--- src/rtl/pipe_pkg.sv ---
// Shared encodings and helpers for the pipe_reg handshake slice.
package pipe_pkg;

  // Occupancy encoding as {skid_valid, main_valid}.
  localparam logic [1:0] PR_EMPTY = 2'b00;
  localparam logic [1:0] PR_ONE   = 2'b01;
  localparam logic [1:0] PR_TWO   = 2'b11;

  localparam int PR_CNT_W = 2;

  function automatic logic [PR_CNT_W-1:0] pr_count(input logic main_v, input logic skid_v);
    return {1'b0, main_v} + {1'b0, skid_v};
  endfunction

endpackage

--- src/rtl/pipe_slot.sv ---
// One payload register that only changes on an explicit load.
module pipe_slot #(
  parameter int               WIDTH      = 32,
  parameter logic [WIDTH-1:0] RESET_DATA = '0
) (
  input  logic             clk,
  input  logic             reset_n,
  input  logic             load,
  input  logic [WIDTH-1:0] d,
  output logic [WIDTH-1:0] q
);

  always_ff @(posedge clk) begin
    if (!reset_n) begin
      q <= RESET_DATA;
    end else if (load) begin
      q <= d;
    end
  end

endmodule

--- src/rtl/pipe_reg.sv ---
// Valid/ready pipeline slice with optional skid entry, flush and occupancy count.
module pipe_reg
  import pipe_pkg::*;
#(
  parameter int               WIDTH      = 32,
  parameter bit               SKID       = 1'b1,
  parameter logic [WIDTH-1:0] RESET_DATA = '0
) (
  input  logic                clk,
  input  logic                reset_n,
  input  logic                flush,
  input  logic                in_valid,
  output logic                in_ready,
  input  logic [WIDTH-1:0]    in_data,
  output logic                out_valid,
  input  logic                out_ready,
  output logic [WIDTH-1:0]    out_data,
  output logic [PR_CNT_W-1:0] count
);

  logic                main_valid_q, main_valid_d;
  logic                skid_valid_q, skid_valid_d;
  logic [PR_CNT_W-1:0] count_q, count_d;
  logic                main_load, skid_load;
  logic [WIDTH-1:0]    main_d;
  logic [WIDTH-1:0]    skid_q;
  logic                accept, pop;

  assign accept = in_valid & in_ready;
  assign pop    = main_valid_q & out_ready;

  // With a skid entry in_ready comes straight from a flop; without one it must see out_ready.
  generate
    if (SKID) begin : g_rdy_reg
      assign in_ready = ~skid_valid_q;
    end else begin : g_rdy_comb
      assign in_ready = ~main_valid_q | out_ready;
    end
  endgenerate

  always_comb begin
    main_valid_d = main_valid_q;
    skid_valid_d = skid_valid_q;
    main_load    = 1'b0;
    skid_load    = 1'b0;
    main_d       = in_data;
    case ({skid_valid_q, main_valid_q})
      PR_EMPTY: begin
        if (accept) begin
          main_load    = 1'b1;
          main_valid_d = 1'b1;
        end
      end
      PR_ONE: begin
        if (accept && pop) begin
          main_load = 1'b1;
        end else if (accept && SKID) begin
          skid_load    = 1'b1;
          skid_valid_d = 1'b1;
        end else if (pop) begin
          main_valid_d = 1'b0;
        end
      end
      PR_TWO: begin
        if (pop) begin
          main_load    = 1'b1;
          main_d       = skid_q;
          skid_valid_d = 1'b0;
        end
      end
      default: begin
        main_valid_d = 1'b0;
        skid_valid_d = 1'b0;
      end
    endcase
    // Flush drops everything; data registers keep their old contents.
    if (flush) begin
      main_valid_d = 1'b0;
      skid_valid_d = 1'b0;
      main_load    = 1'b0;
      skid_load    = 1'b0;
    end
    count_d = pr_count(main_valid_d, skid_valid_d);
  end

  always_ff @(posedge clk) begin
    if (!reset_n) begin
      main_valid_q <= 1'b0;
      skid_valid_q <= 1'b0;
      count_q      <= '0;
    end else begin
      main_valid_q <= main_valid_d;
      skid_valid_q <= skid_valid_d;
      count_q      <= count_d;
    end
  end

  pipe_slot #(.WIDTH(WIDTH), .RESET_DATA(RESET_DATA)) u_main (
    .clk     (clk),
    .reset_n (reset_n),
    .load    (main_load),
    .d       (main_d),
    .q       (out_data)
  );

  generate
    if (SKID) begin : g_skid
      pipe_slot #(.WIDTH(WIDTH), .RESET_DATA(RESET_DATA)) u_skid (
        .clk     (clk),
        .reset_n (reset_n),
        .load    (skid_load),
        .d       (in_data),
        .q       (skid_q)
      );
    end else begin : g_no_skid
      assign skid_q = RESET_DATA;
    end
  endgenerate

  assign out_valid = main_valid_q;
  assign count     = count_q;

endmodule

--- config.mk ---
export PLATFORM = sky130hd
export DESIGN_NAME = pipe_reg
export DESIGN_NICKNAME = d
export VERILOG_FILES = /design/src/rtl/pipe_pkg.sv /design/src/rtl/pipe_slot.sv /design/src/rtl/pipe_reg.sv
export SDC_FILE = /design/constraint.sdc
export NUM_CORES = 1
export LEC_CHECK = 0
export BUFFER_PORTS_ARGS = -buffer_cell sky130_fd_sc_hd__buf_2
export CORE_MARGIN = 2
export CORE_UTILIZATION = 48
export DETAILED_ROUTE_END_ITERATION = 16
export PLACE_DENSITY = 0.86
export SLEW_MARGIN = 10
export SYNTH_ARGS = -nofsm -noshare
export SYNTH_HDL_FRONTEND = slang
export SYNTH_SLANG_ARGS = --single-unit
--- constraint.sdc ---
create_clock -name clk -period 1.3 [get_ports clk]
set_input_delay 0.065 -clock clk [delete_from_list [all_inputs] [get_ports clk]]
set_output_delay 0.065 -clock clk [all_outputs]
set_load 0.01 [all_outputs]
# Word level (Yosys, flattened, before mapping)
# Index checks and enable logic that the tools add are counted.
# totals
regBits	68
in_bits	37
out_inout_bits	36
word_cells	34
# classes
add_sub_neg	1
eq_ne	2
n_mux	21
bitwise_logic	3
reduce_logical	2
# op_table
op	n
32-bit 2-to-1 mux	2
1-bit 2-to-1 mux	16
1-bit one-hot mux with 3 select lines	3
1-bit by 1-bit adder with 2-bit output	1
1-bit bitwise AND	2
2-bit by 1-bit == test with 1-bit output, second input constant	1
2-bit == test, second input constant	1
2-bit zero test	1
1-bit logical AND	1
1-bit NOT	1

# Logic depth before layout (Yosys ltp)
# depth
ltp_word	7
depth_mapped	6
depth_no_buf	5

# Cells and area by module
# A second synthesis with hierarchy kept.
# hier_totals
cells_unflattened	262
area_unflattened_um2	3189.3
# by_module_without_submodules
mod	instances	cells_per_inst	area_each_um2	seq_area_each_um2
pipe_slot	2	103	1243.7	640.6
pipe_reg	1	56	701.9	80.1

# Worst setup path before layout
# OpenSTA, ideal clock, no wires.
# synth_path
path_kind	flip-flop to flip-flop
startpoint	register main_valid_q, in the netlist out_valid
endpoint	register u_main.q[10]
setup_time_ns	0.089
t_arrival_ns	1.300
required_ns	1.211
slack_ns	-0.088
stages_incl_launch_ff	6
path_buffers	2
synth_period_minus_slack_ns	1.388
cell_sequence	dfxtp_1 > nand2b_1 > buf_2 > clkbuf_1 > a31oi_1 > a311oi_2
# synth_between
elab_chain_len	5
elab_cells_between_ends	11
classes_between	2 x eq/ne; 6 x mux; 1 x bitwise; 2 x reduce/logical
# synth_rtl
element	line_no	rtl
start: declaration	pipe_reg.sv:21	logic main_valid_q, main_valid_d;
start signal: assignment	pipe_reg.sv:92	main_valid_q <= main_valid_d;
1-bit bitwise AND	pipe_reg.sv:30	assign pop = main_valid_q & out_ready;
1-bit logical AND	pipe_reg.sv:55	if (accept && pop) begin
1-bit 2-to-1 mux	pipe_reg.sv:55	
1-bit one-hot mux with 3 select lines	pipe_reg.sv:47	case ({skid_valid_q, main_valid_q})
1-bit 2-to-1 mux	pipe_reg.sv:77	if (flush) begin
end signal: assignment	pipe_slot.sv:15	q <= RESET_DATA;
end signal: assignment	pipe_slot.sv:17	q <= d;
end: declaration	pipe_slot.sv:10	output logic [WIDTH-1:0] q
# Several ways; a longest one is shown, not always the timed one.
# A chain may end at the register's enable or synchronous reset.

# Worst setup path in the final report
# layout_path
startpoint	register skid_valid_q
endpoint	register g_skid.u_skid.q[6]
# layout_between
elab_chain_len	6
elab_cells_between_ends	8
classes_between	1 x eq/ne; 4 x mux; 2 x bitwise; 1 x reduce/logical
# layout_rtl
element	line_no	rtl
start: declaration	pipe_reg.sv:22	logic skid_valid_q, skid_valid_d;
start signal: assignment	pipe_reg.sv:93	skid_valid_q <= skid_valid_d;
1-bit NOT	pipe_reg.sv:35	assign in_ready = ~skid_valid_q;
1-bit bitwise AND	pipe_reg.sv:29	assign accept = in_valid & in_ready;
1-bit 2-to-1 mux or 1-bit logical AND (tied branches)	pipe_reg.sv:57, pipe_reg.sv:55	
1-bit 2-to-1 mux	pipe_reg.sv:55	
1-bit 2-to-1 mux (*)	pipe_reg.sv:47	
1-bit 2-to-1 mux (*)	pipe_reg.sv:77	
end signal: assignment	pipe_slot.sv:15	
end signal: assignment	pipe_slot.sv:17	
end: declaration	pipe_slot.sv:10	
# Every way passes the cells marked *; elsewhere a longest branch is shown, timed or not.

==> impl_metrics.tcl <==
set metrics [dict create \
    status "complete, but fails checks" \
    violations "setup timing" \
    rsz0062_at_grt "yes" \
    grt_pass1_wl_um 17190 \
    io_pins 73 \
    irDropWorstVdd_mv 0.7431 \
    path_cells "buf_6, nand4bb_1, buf_4, o21ai_0, a21oi_1" \
    routed-via-count 3788 \
    row_count 29 \
    worst_slack_ns -0.2020 \
    slowest_stage "dfxtp_4" \
    multiInputGateArea_um2 1904 \
    critPathTopFamily "compound AO/OA/AOI/OAI gates" \
    tightestPinTransition_ns 0.4841 \
    n_antenna_cell 0 \
    cts_buffers 9 \
    synth_nets 394 \
    fin_skew_ns 0.01108 \
    fp.dieArea_um2 7112 \
    route.detailed.wl_per_inst_um 24.38 \
    yosysTopAreaCellShare_pct 43.94 \
    synth_top_family_by_area "compound AO/OA/AOI/OAI gates" \
    async_flop_share_pct 0 \
    postSynthAreaPerCell_um2 8.702 \
    overflow 0 \
    placement.io_buffers 72 \
    switchingPower_mw 1.390 \
    slew_headroom_pct 67.72 \
    htreeDepth 3 \
    fin_nets 504 \
    synthTopCellsByArea "dfxtp_1 44%, a311oi_2 15%, nand2_1 7.9%" \
    timing.hold.ws_ns 0.006294 \
    critPathRequiredTime_ns 1.53 \
    grt_use_total_pct 30.63 \
    fin_crit_sh_pct 115.5 \
    cts-root-buf "clkbuf_8" \
    cts_tree "yes" \
    die_h_um 84.34 \
    synth_xor_area_share_pct 0 \
    dp_cells 483 \
    p_int_mw 3.559 \
    synth_most_common_cell "dfxtp_1" \
    drive_gt1_share_pct 50.74 \
    yosysUniqueCellTypes 22 \
    clock_latency_ns 0.37 \
    regArea_um2 1369 \
    ys_top_cells_by_count "68 x dfxtp_1, 65 x nand2_1, 33 x a21oi_1, 33 x nand3_1, 33 x o21ai_0" \
    fin_cells 548 \
    critPathMaxFanout 15 \
    fill_cells 379 \
    vias_per_cell 6.912 \
    ys_seq_elements 68 \
    finalInstanceArea_um2 4747 \
    crit_buf_inv 2 \
    synth_compound_gate_area_share_pct 32.79 \
    gp_congestion 0.7567 \
    fin_crit_ns 1.502 \
    synth_edf_count 0 \
    synth-simple-area-share_pct 15.51 \
    switching_share_pct 28.09 \
    finalHoldViolCount 0 \
    hp-class "input pin to flop" \
    first_pass_iters 7 \
    drt_first_iter_violations 570 \
    cp_slowest_stage_delay_ns 0.36 \
    path_class "flop to flop" \
    powerDensity_nw_per_um2 1043 \
    wirelength_um 13360 \
    synth_mux_area_share_pct 0 \
    syn_area_um2 3098 \
    clockPowerShare_pct 39.0 \
    drv_slew 0 \
    placed_area_um2 3537 \
    syn_inst 356 \
    arrival_ns 1.73 \
    power_frac_seq_pct 44.8 \
    cp-end-kind "flop" \
    grt_max_degree 36 \
    drt.antenna.violating_nets 0 \
    cts.sinks 68 \
    cts_buffer_depth 2 \
    p_leak_nw 1.840 \
    total_power_mw 4.949 \
    power_frac_comb_pct 16.3 \
    fp.dieW_um 84.34 \
    dp_hpwl_um 5347 \
    seq_area_frac_synth_pct 43.94 \
    max_freq_ghz 0.6658 \
    cap_violations 0 \
    core-area_um2 6277 \
    setup_viol 65 \
    area_growth_pct 53.23 \
    yosys_warnings 0 \
    synth_ff_type "dfxtp_1" \
    synth_top_cell_by_area "dfxtp_1" \
    cts.clk_slew.worst_paths_ns 0.08 \
    synthAdderAreaFrac_pct 0.4039 \
    drc 0 \
    antenna_found_initial 0 \
    initial_core_util_pct 49.35 \
    first_global_vias 3516 \
    worst_setup_path_start_kind "flop" \
]
registers in the layout, indices dropped and copies added, names as in the netlist:
name,count
skid_valid_q,1
u_main.q,32
count,2
out_valid,1
g_skid.u_skid.q,32
worst paths after layout:
path,startpoint,to,slack [ns],cells past startpoint
max reg2reg,skid_valid_q,g_skid.u_skid.q[6],-0.20,5
max,skid_valid_q,g_skid.u_skid.q[6],-0.20,5
min reg2reg,g_skid.u_skid.q[26],g_skid.u_skid.q[26],0.48,2
min,in_data[17],u_main.q[17],0.006,3
layout make-up:
class / instances / area share [%]
inverters: 4 / 0.3163
flip-flops and latches: 68 / 28.83
multi-input cells: 242 / 40.12
clock buffers: 13 / 3.558
repair buffers: 141 / 24.22
clock inverters: 3 / 0.9225
well taps: 77 / 2.030
cell usage in the layout (no fill, tap or decap), types with 12 or more instances in the layout:
cell type	instances
nand2_1	27
dfxtp_1	66
a21oi_1	18
dlygate4sd3_1	32
o21ai_1	13
nand3_1	14
buf_2	72
nand2_2	24
buf_4	15
clkbuf_8	12
nand2_4	14
o21ai_0	19
nand3_2	17
a311oi_2	31
a21oi_2	15
a31oi_1	32
what timing repair did:
action,in CTS,in global routing
gates cloned,5,3
setup endpoints to repair,65,66
pin swaps,30,57
setup buffers,8,2
hold buffers,32,0
resized for setup,48,100
hold endpoints to repair,35,0
routing by layer:
metal | vias up | global-route usage (%) | routed length (um)
li1 | 1532 | - | -
met1 | 1760 | 33.46 | 4534
met2 | 363 | 51.80 | 6240
met3 | 133 | 7.571 | 1396
met4 | 0 | 21.79 | 1186
met5 | - | 0 | 0
worst min-delay path, stage by stage:
cell,delay (ns)
buf_2,0.12
nand2_2,0.06
a311oi_2,0.08
stage by stage:
step,TNS [ns],util (%),worst slack (ns)
after global routing,-7.005,75.62,-0.2162
final,-5.110,75.62,-0.2020
after CTS,-0.9996,70.24,-0.05979
after floorplan,-0.1005,-,-0.003442
after global placement,-2.302,56.35,-0.07454
after detailed placement,-5.564,56.35,-0.1458
power groups by stage:
stage | Sequential [mW] | Clock, mW | Combinational, mW
4_1_cts | 2.20 | 1.87 | 0.703
6_report | 2.22 | 1.93 | 0.806
2_1_floorplan | 2.28 | 0 | 0.324
3_5_place_dp | 2.25 | 0 | 0.561
5_1_grt | 2.22 | 1.99 | 0.834
3_3_place_gp | 2.25 | 0 | 0.547
cell families after synthesis:
group | after synthesis
DFF | 68
and+or+nand+nor | 108
buffers and inverters | 47
adders and majority gates | 1
AOI/OAI and AO/OA | 132
Power figures use the tool's default switching activity.
